**config.mk**
```make
export PLATFORM = sky130hd
export DESIGN_NAME = mult_control
export DESIGN_NICKNAME = d
export VERILOG_FILES = /design/src/rtl/mult_control.sv
export SDC_FILE = /design/constraint.sdc
export NUM_CORES = 1
export LEC_CHECK = 0
export CORE_AREA = 2 2 39 41
export CTS_BUF_LIST = sky130_fd_sc_hd__clkbuf_16
export DETAILED_ROUTE_END_ITERATION = 16
export DIE_AREA = 0 0 41 43
export GPL_ROUTABILITY_DRIVEN = 1
export GPL_TIMING_DRIVEN = 0
export PLACE_DENSITY = 0.47
export SLEW_MARGIN = 25
export SYNTH_ARGS = -nofsm -noshare
export SYNTH_HDL_FRONTEND = slang
export SYNTH_SLANG_ARGS = --single-unit
```
**constraint.sdc**
```tcl
create_clock -name clk -period 3 [get_ports clk]
set_input_delay 0.3 -clock clk [delete_from_list [all_inputs] [get_ports clk]]
set_output_delay 0.3 -clock clk [all_outputs]
set_load 0.01 [all_outputs]
```
**src/rtl/mult_control.sv**
```systemverilog
// Sequencing controller for the 8x8 shift-add multiplier: walks one product
// through CLR, LSB, MID(x2), MSB and DONE, driving accumulator strobes and
// nibble/shift selects.
// Ports: clk, reset_a (async, active-high), start (level request);
//        clk_ena, sclr_n, input_sel[1:0], shift_sel[1:0], state_out[2:0],
//        done_flag; seg_out[6:0] only when MULT_CTRL_SEG_EN is defined.
// Optional feature macro: MULT_CTRL_SEG_EN (active-low gfedcba state digit).
module mult_control (
  input  logic       clk,
  input  logic       reset_a,
  input  logic       start,
  output logic       clk_ena,
  output logic       sclr_n,
  output logic [1:0] input_sel,
  output logic [1:0] shift_sel,
  output logic [2:0] state_out,
  output logic       done_flag
`ifdef MULT_CTRL_SEG_EN
  ,
  output logic [6:0] seg_out
`endif
);

  localparam logic [2:0] ST_IDLE = 3'b000;
  localparam logic [2:0] ST_CLR  = 3'b001;
  localparam logic [2:0] ST_LSB  = 3'b010;
  localparam logic [2:0] ST_MID  = 3'b011;
  localparam logic [2:0] ST_MSB  = 3'b100;
  localparam logic [2:0] ST_DONE = 3'b101;

  logic [2:0] state_q, state_d;
  // Sub-step inside MID: 0 = a_hi*b_lo, 1 = a_lo*b_hi (both use <<4).
  logic       cnt_q, cnt_d;

  // State register
  always_ff @(posedge clk or posedge reset_a) begin
    if (reset_a) begin
      state_q <= ST_IDLE;
      cnt_q   <= 1'b0;
    end else begin
      state_q <= state_d;
      cnt_q   <= cnt_d;
    end
  end

  // Next-state logic. start is only looked at in IDLE and DONE, so a
  // sequence in flight always runs to completion.
  always_comb begin
    state_d = ST_IDLE;
    cnt_d   = 1'b0;
    case (state_q)
      ST_IDLE: state_d = start ? ST_CLR : ST_IDLE;
      ST_CLR:  state_d = ST_LSB;
      ST_LSB:  state_d = ST_MID;
      ST_MID: begin
        if (!cnt_q) begin
          state_d = ST_MID;
          cnt_d   = 1'b1;
        end else begin
          state_d = ST_MSB;
        end
      end
      ST_MSB:  state_d = ST_DONE;
      // Holding in DONE while start stays high gives one multiply per request.
      ST_DONE: state_d = start ? ST_DONE : ST_IDLE;
      default: state_d = ST_IDLE;  // 110/111 recover to IDLE
    endcase
  end

  // Moore output decode from state and cnt only
  always_comb begin
    clk_ena   = 1'b0;
    sclr_n    = 1'b1;
    input_sel = 2'b00;
    shift_sel = 2'b00;
    done_flag = 1'b0;
    case (state_q)
      ST_CLR: begin
        clk_ena = 1'b1;
        sclr_n  = 1'b0;
      end
      ST_LSB: begin
        clk_ena   = 1'b1;
        input_sel = 2'b00;
        shift_sel = 2'b00;
      end
      ST_MID: begin
        clk_ena   = 1'b1;
        input_sel = cnt_q ? 2'b10 : 2'b01;
        shift_sel = 2'b01;
      end
      ST_MSB: begin
        clk_ena   = 1'b1;
        input_sel = 2'b11;
        shift_sel = 2'b10;
      end
      ST_DONE: done_flag = 1'b1;
      default: ;
    endcase
  end

  assign state_out = state_q;

`ifdef MULT_CTRL_SEG_EN
  // Active-low gfedcba digit of the state code; illegal codes show "E".
  always_comb begin
    seg_out = 7'b0000110;
    case (state_q)
      3'd0:    seg_out = 7'b1000000;
      3'd1:    seg_out = 7'b1111001;
      3'd2:    seg_out = 7'b0100100;
      3'd3:    seg_out = 7'b0110000;
      3'd4:    seg_out = 7'b0011001;
      3'd5:    seg_out = 7'b0010010;
      default: seg_out = 7'b0000110;
    endcase
  end
`endif

endmodule

```
==> run_results.csv, run 1 <==
group,metric,value,unit
run_status,outcome,"completed",
power,max-vdd-ir-drop,0.390,mV
power,pwr_density_cell,1330,nW/um^2
synth,netlist_area,262,sq um
place,dp_cells,57,
flow_run,maxCapViolCount,0,
timing,slew_viol_final,0,
clock_network,cts_buffers,3,
clock_network,tritoncts,"done",
synth,yosysTopAreaCell,"dfrtp_1",
route,ant_nets,0,
timing,worst_slew_pin_slew,0.265,ns
timing,finalSetupViolCount,0,
route,drtIter0Drc,3,
synth,synth_ff_type,"dfrtp_1",
finish,final_nets,49,
finish,area.growth.synth_to_final,82.3,%
critical_path,path_class,"flop to output pin",
synth,postSynthAreaPerCell,9.02,sq um
power,total_power,635,uW
critical_path,max_stage_delay,0.54,ns
timing,finalHoldViolCount,0,
clock_network,htree_levels,1,
power,leakage,0.220,nW
clock_network,cts_buffer_depth,2,
synth,yosysSeqAreaShare,38.3,%
critical_path,crit_buf_inv,2,
synth,synth_seq_cells,4,
route,vias,249,
global_routing,grt_pass1_vias,222,
timing,layout_setup_ws,0.943,ns
route,first_pass_iters,2,
floorplan,core_area,1380,sq um
place,place_area,402,sq um
synth,syn_inst,29,
timing,tns,0,ns
timing,fin_crit,2.06,ns
synth,synth_top_area_share,38.3,%
finish,stdcell_count,60,
finish,regArea,100,sq um
synth,synthArstFlopShare,100,%
clock_network,hold_buffers,0,
synth,ys_types,20,
route,viasPerCell,4.15,
critical_path,reg2reg_depth,3,
floorplan,start_util,18.9,%
synth,synth_edf_count,0,
critical_path,crit_cells,4,
timing,period_share,68.6,%
global_routing,grt_max_degree,11,
synth,yosysWarnings,0,
critical_path,critical_path.top_delay_family,"buffers and inverters",
critical_path,endpoint_kind,"output pin",
floorplan,die_w,41,um
critical_path,cp_slowest_cell,"clkdlybuf4s50_1",
clock_network,cts_setup_buffers,0,
global_routing,grt.total_usage,8.55,%
finish,drive_above_1_share,15.9,%
finish,n_antenna_cell,0,
finish,final_util,34.4,%
floorplan,rows,14,
critical_path,critPathLaunchType,"flop",
route,wl_per_cell,9.98,um
finish,fin_area,477,sq um
finish,n_fill_cell,153,
finish,multiInputGateArea,124,sq um
place,finalWeightedCongestion,0.683,
timing,fin_skew,0.00207,ns
synth,synthTopCellsByArea,"dfrtp_1, buf_6, inv_1, nor2_1, or3b_4",
place,io_buffers,12,
clock_network,clock_sinks,4,
timing,worst_hold_slack,0.257,ns
global_routing,grt_pass1_wl,910,um
floorplan,die-area,1760,sq um
global_routing,grt-ovfl-total,0,
clock_network,cts-root-buf,"clkbuf_16",
place,dp_hpwl,394,um
synth,synth_nets,32,
route,wirelength,599,um
worst_hold_path,hold_class,"input port to async pin",
timing,rsz0062_at_grt,"false",
timing,slew_headroom,82.4,%
floorplan,die_h,43,um
critical_path,cp_max_fo,9,
critical_path,path_cells,"buf_6 -> or3b_4 -> o21ai_2 -> clkdlybuf4s50_1",
clock_network,clk_pin_slew,0.03,ns
route,drc_errors,0,
clock_network,post_cts_resized,0,
clock_network,clock_latency,0.22,ns
critical_path,cp.arrival,1.76,ns
timing,fmax,0.486,GHz
synth,synth_commonest_cells,"dfrtp_1, inv_1, nor2_1",
critical_path,cp.required,2.70,ns
global_routing,antenna_found_initial,0,
floorplan,io_pins,13,
place,pre_cts_slack,1.17,ns
-- logic make-up (layout without fill, tap and decap cells) --
kind of cell / after synthesis / count (layout) / synth area share, %
simple gates: 12 / 12 / 27.8
compound gates: 6 / 6 / 16.3
buf+inv: 6 / 21 / 14.4
flops: 4 / 4 / 38.3
xor+xnor: 1 / 1 / 3.35
-- flip-flops by register name, indices dropped and copies added, names as in the netlist --
name,flops
cnt_q,1
state_out,3
-- final timing paths --
path / slack, ns / start / end
min: 0.26 / reset_a / state_out[0]$_DFF_PP0_
min reg2reg: 0.54 / cnt_q$_DFF_PP0_ / cnt_q$_DFF_PP0_
min in group clk: 0.54 / cnt_q$_DFF_PP0_ / cnt_q$_DFF_PP0_
max reg2reg: 2.06 / state_out[2]$_DFF_PP0_ / cnt_q$_DFF_PP0_
max: 0.94 / state_out[0]$_DFF_PP0_ / input_sel[0]
max in group asynchronous: 2.60 / reset_a / state_out[1]$_DFF_PP0_
-- power breakdown --
part           switching, mW  total (mW)  internal, mW
clock                 0.0362       0.206         0.170
sequential            0.0314       0.111        0.0800
combinational          0.130       0.318         0.187
-- layout by cell type, fill, tap and decap left out --
master / instances
xnor2_1: 1
dfrtp_1: 4
nor2b_1: 1
or3_1: 1
clkdlybuf4s50_1: 12
inv_1: 4
o21ai_2: 1
and3_1: 1
o21ai_0: 1
nand2_1: 1
a21oi_1: 1
or3b_4: 1
clkbuf_16: 3
nor3_1: 1
nand4b_1: 1
nand3b_1: 1
nor2_1: 3
buf_6: 2
a21boi_0: 1
nand2b_1: 1
o21bai_1: 1
o2bb2ai_1: 1
-- layer usage --
layer / track usage (%) / wire [um] / vias to the layer above
met5: 0 / 0 / -
met4: 12.0 / 27 / 0
met2: 11.3 / 300 / 9
met3: 1.57 / 42 / 3
met1: 9.06 / 227 / 110
li1: - / - / 127
-- area by class of cell --
| cell class | instances | area share (%) |
|---|---|---|
| multi-input cells | 19 | 26.0 |
| repair buffers | 12 | 25.2 |
| flip-flops and latches | 4 | 21.0 |
| clock buffers | 3 | 15.7 |
| plain buffers | 2 | 4.72 |
| well taps | 16 | 4.20 |
| inverters | 4 | 3.15 |
(Power assumes the default switching activity.)
==> run 2, diff against run 1 <==
Clock period 3 ns to 2 ns, I/O delays scaled along.
==> run 2 against run 1 <==
  * Sequential share of layout area is 0.11 points lower
  * Clock power is 50% higher
  * Critical endpoint is now input_sel[1]
  * Non-clock buffer count stayed put
  * Largest power group unchanged
  * Combinational power is 48% higher
==> run_results.csv, run 2 (synthesis gave the netlist of run 1 again) <==
group,metric,value,unit
finish,final_nets,49,
clock_network,htree_levels,1,
global_routing,antenna_found_initial,0,
route,drtIter0Drc,3,
global_routing,grt_max_degree,11,
power,pwr_density_cell,1980,nW/um^2
worst_hold_path,hold_class,"input port to async pin",
clock_network,clock_sinks,4,
finish,n_antenna_cell,0,
place,dp_hpwl,394,um
finish,final_common_cell,"clkdlybuf4s50_1",
floorplan,die_w,41,um
floorplan,io_pins,13,
critical_path,path_cells,"buf_6 -> or3b_4 -> nand2_1 -> clkdlybuf4s50_1",
place,finalWeightedCongestion,0.683,
place,io_buffers,12,
timing,slew_headroom,82.4,%
finish,n_fill_cell,152,
clock_network,hold_buffers,0,
route,wl_per_cell,10.0,um
flow_run,maxCapViolCount,0,
timing,rsz0062_at_grt,"false",
place,pre_cts_slack,0.274,ns
timing,layout_setup_ws,0.0576,ns
clock_network,cts_setup_buffers,0,
route,wl_met1,228,um
timing,finalSetupViolCount,0,
finish,largest_reg_flops,3,
floorplan,rows,14,
floorplan,core_area,1380,sq um
floorplan,die-area,1760,sq um
clock_network,tritoncts,"done",
timing,period_share,97.1,%
clock_network,cts-root-buf,"clkbuf_16",
timing,slew_viol_final,0,
timing,tns,0,ns
route,first_pass_iters,2,
route,drc_errors,0,
clock_network,post_cts_resized,0,
critical_path,cp_max_fo,9,
route,vias,249,
global_routing,grt_pass1_wl,910,um
timing,worst_hold_slack,0.157,ns
clock_network,clk_pin_slew,0.03,ns
clock_network,cts_buffer_depth,2,
route,viasPerCell,4.15,
critical_path,reg2reg_depth,3,
critical_path,r2r-start,"state_out[2]$_DFF_PP0_",
floorplan,die_h,43,um
critical_path,cp.required,1.80,ns
route,wl_met2,301,um
route,dr_wl_met3,42,um
finish,drive_above_1_share,15.9,%
power,leakage,0.234,nW
critical_path,cp.arrival,1.74,ns
critical_path,critPathLaunchType,"flop",
finish,layout_common_cells,"clkdlybuf4s50_1, inv_1, dfrtp_1",
timing,fmax,0.515,GHz
timing,fin_skew,0.00207,ns
critical_path,rrSetupSlack,1.06,ns
critical_path,endpoint_kind,"output pin",
critical_path,startpoint,"state_out[0]$_DFF_PP0_",
floorplan,start_util,18.9,%
clock_network,clock_latency,0.22,ns
clock_network,cts_buffers,3,
timing,fin_crit,1.94,ns
power,max-vdd-ir-drop,0.585,mV
timing,finalHoldViolCount,0,
critical_path,path_class,"flop to output pin",
global_routing,grt_pass1_vias,222,
critical_path,crit_path_end,"input_sel[1]",
route,ant_nets,0,
route,top_layer,"met4",
route,wirelength,600,um
critical_path,max_stage_delay,0.53,ns
critical_path,cp_slowest_cell,"clkdlybuf4s50_1",
timing,worst_slew_pin_slew,0.265,ns
critical_path,worst_r2r_endpoint,"cnt_q$_DFF_PP0_",
finish,area.growth.synth_to_final,83.3,%
global_routing,grt-ovfl-total,0,
run_status,outcome,"completed",
global_routing,grt.total_usage,8.55,%
[run 2: cell count changes in the layout (fill, tap and decap cells not counted), sizes merged]
cell / before / now
dlymetal6s2s: 0 / 1
clkdlybuf4s50: 12 / 11
[run 2: final cells by class]
| type | instances | area (sq um) | area share [%] |
|---|---|---|---|
| tap | 16 | 20.0 | 4.18 |
| sequential | 4 | 100 | 20.9 |
| multi-input combinational | 19 | 124 | 25.8 |
| clock buffer | 3 | 75.1 | 15.7 |
| timing repair buffer | 12 | 123 | 25.6 |
| buffer | 2 | 22.5 | 4.70 |
| inverter | 4 | 15.0 | 3.13 |
[run 2: how the worst min path moves through the flow]
stage	slack, ns	depth (start not counted)	to	startpoint
2_1_floorplan	-0.03	1	cnt_q$_DFF_PP0_	reset_a
4_1_cts	0.16	2	state_out[0]$_DFF_PP0_	reset_a
3_5_place_dp	0.39	2	cnt_q$_DFF_PP0_	reset_a
5_1_grt	0.19	2	state_out[0]$_DFF_PP0_	reset_a
6_report	0.16	2	state_out[0]$_DFF_PP0_	reset_a
3_3_place_gp	0.39	2	state_out[2]$_DFF_PP0_	reset_a
[run 2: worst max-delay path: cells and delay by family, from the launching register on]
| family | cells | cell delay, ns |
|---|---|---|
| flops | 1 | 0.38 |
| buf+inv | 2 | 0.67 |
| simple gates | 2 | 0.47 |
[run 2: power breakdown]
group / total, mW / internal (mW) / switching, mW
Combinational: 0.472 / 0.277 / 0.195
Sequential: 0.167 / 0.120 / 0.0472
Clock: 0.310 / 0.255 / 0.0544
[run 2: metal layers]
layer | global-route usage [%] | up-vias
li1 | - | 127
met1 | 9.06 | 110
met2 | 11.3 | 9
met3 | 1.57 | 3
met4 | 12.0 | 0
met5 | 0 | -
[run 2: through the flow]
step	std cells	power, mW	instance area [sq um]	utilization (%)
after floorplan	29	0.420	262	-
after global placement	57	0.648	402	29.0
after detailed placement	57	0.643	402	29.0
after CTS	60	0.967	477	34.4
after global routing	60	1.01	479	34.6
final	60	0.949	479	34.6
==> run 3, diff against run 2 <==
Settings changed: DONT_BUFFER_PORTS set to 1, PLACE_DENSITY 0.47 to 0.35.
==> run 3 against run 2 <==
  * Largest power group is now the clock network
  * Maximum frequency up 28%
  * Combinational power is 40% lower
  * Routed wire length decreased by 0.50%
==> run_results.csv, run 3 (synthesis gave the netlist of run 1 again) <==
group,metric,value,unit
critical_path,endpoint_kind,"output pin",
route,drtIter0Drc,2,
run_status,outcome,"completed",
timing,slew_headroom,77.7,%
route,ant_nets,0,
timing,fin_skew,0.000154,ns
clock_network,clk_pin_slew,0.03,ns
finish,area.growth.synth_to_final,40.2,%
floorplan,die_h,43,um
critical_path,cp_max_fo,9,
critical_path,critPathLaunchType,"flop",
place,dp_hpwl,440,um
global_routing,grt_max_degree,11,
power,pwr_density_cell,2120,nW/um^2
floorplan,die-area,1760,sq um
clock_network,clock_latency,0.22,ns
place,io_buffers,0,
clock_network,clock_sinks,4,
finish,largest_reg_flops,3,
power,internal_power,501,uW
finish,drive_above_1_share,21.2,%
global_routing,antenna_found_initial,0,
timing,fmax,0.661,GHz
timing,worst_slew_pin_slew,0.334,ns
global_routing,grt_pass1_wl,966,um
power,total_power,778,uW
clock_network,cts_buffers,3,
timing,period_share,75.6,%
power,max-vdd-ir-drop,0.479,mV
finish,n_antenna_cell,0,
clock_network,post_cts_resized,0,
global_routing,grt-ovfl-total,0,
clock_network,htree_levels,1,
place,finalWeightedCongestion,0.690,
timing,finalHoldViolCount,0,
critical_path,path_class,"flop to output pin",
route,wirelength,597,um
critical_path,cp.required,1.80,ns
route,first_pass_iters,4,
flow_run,maxCapViolCount,0,
finish,layout_common_cells,"inv_1, dfrtp_1, nor2_1, clkbuf_16, buf_6",
power,swShare,35.6,%
floorplan,die_w,41,um
clock_network,cts_setup_buffers,0,
power,combPwrFrac,36.5,%
timing,fin_crit,1.51,ns
timing,tns,0,ns
power,p_switching,277,uW
timing,rsz0062_at_grt,"false",
floorplan,core_area,1380,sq um
route,viasPerCell,4.29,
power,power_frac_clock,39.7,%
floorplan,rows,14,
timing,finalSetupViolCount,0,
worst_hold_path,hold_class,"input port to flop",
finish,final_util,26.5,%
route,vias,210,
clock_network,cts_buffer_depth,2,
clock_network,hold_buffers,1,
global_routing,grt_pass1_vias,207,
power,leakage,0.179,nW
floorplan,start_util,18.9,%
timing,slew_viol_final,0,
clock_network,cts-root-buf,"clkbuf_16",
route,wl_per_cell,12.2,um
power,p_seq_share,23.7,%
clock_network,tritoncts,"done",
critical_path,cp.arrival,1.31,ns
finish,final_nets,38,
global_routing,grt.total_usage,8.66,%
floorplan,io_pins,13,
route,drc_errors,0,
-- run 3: cell count changes in the layout (fill, tap and decap cells not counted), sizes merged --
cell,previous run,this run
clkdlybuf4s50,11,0
dlygate4sd3,0,1
dlymetal6s2s,1,0
-- run 3: metal layers --
layer	track usage [%]	up-vias	share of wire, %
met5	0	-	0
met4	6.00	0	0
met3	4.19	0	5.7
met2	10.0	7	49
met1	12.0	100	45
li1	-	103	-
-- run 3: power groups by stage --
stage                     clock network (mW)  logic, mW  registers (mW)
final                                  0.309      0.284           0.185
after global routing                   0.324      0.317           0.197
after CTS                              0.312      0.290           0.188
after detailed placement                   0      0.286           0.188
after global placement                     0      0.286           0.186
after floorplan                            0      0.248           0.171
-- run 3: per-stage QoR --
stage                     hold WS (ns)  instances  area, sq um  setup WS [ns]
after floorplan                -0.0339         29          262          0.753
after global placement         -0.0199         45          282          0.714
after detailed placement       -0.0172         45          282          0.714
after CTS                        0.207         49          367          0.475
after global routing             0.197         49          367          0.434
final                            0.199         49          367          0.488
-- run 3: final cells by class --
type	instances	area, sq um
fillers	149	1020
multi-input cells	19	124
flip-flops and latches	4	100
clock buffers	3	75.1
plain buffers	2	22.5
well taps	16	20.0
inverters	4	15.0
repair buffers	1	10.0
-- run 3: worst paths after layout --
| check | slack [ns] | from | cells past startpoint | end |
|---|---|---|---|---|
| max | 0.49 | state_out[0]$_DFF_PP0_ | 3 | input_sel[1] |
| min | 0.20 | start | 2 | state_out[0]$_DFF_PP0_ |
| max reg2reg | 0.97 | state_out[1]$_DFF_PP0_ | 2 | state_out[2]$_DFF_PP0_ |
| min reg2reg | 0.55 | cnt_q$_DFF_PP0_ | 1 | cnt_q$_DFF_PP0_ |
| max in group asynchronous | 1.55 | reset_a | 2 | state_out[0]$_DFF_PP0_ |
| min in group asynchronous | 0.31 | reset_a | 2 | cnt_q$_DFF_PP0_ |
-- run 3: critical path: stages (launching register included) --
cell and delay [ns]:
dfrtp_1 0.41, buf_6 0.16, or3b_4 0.40, nand2_1 0.12
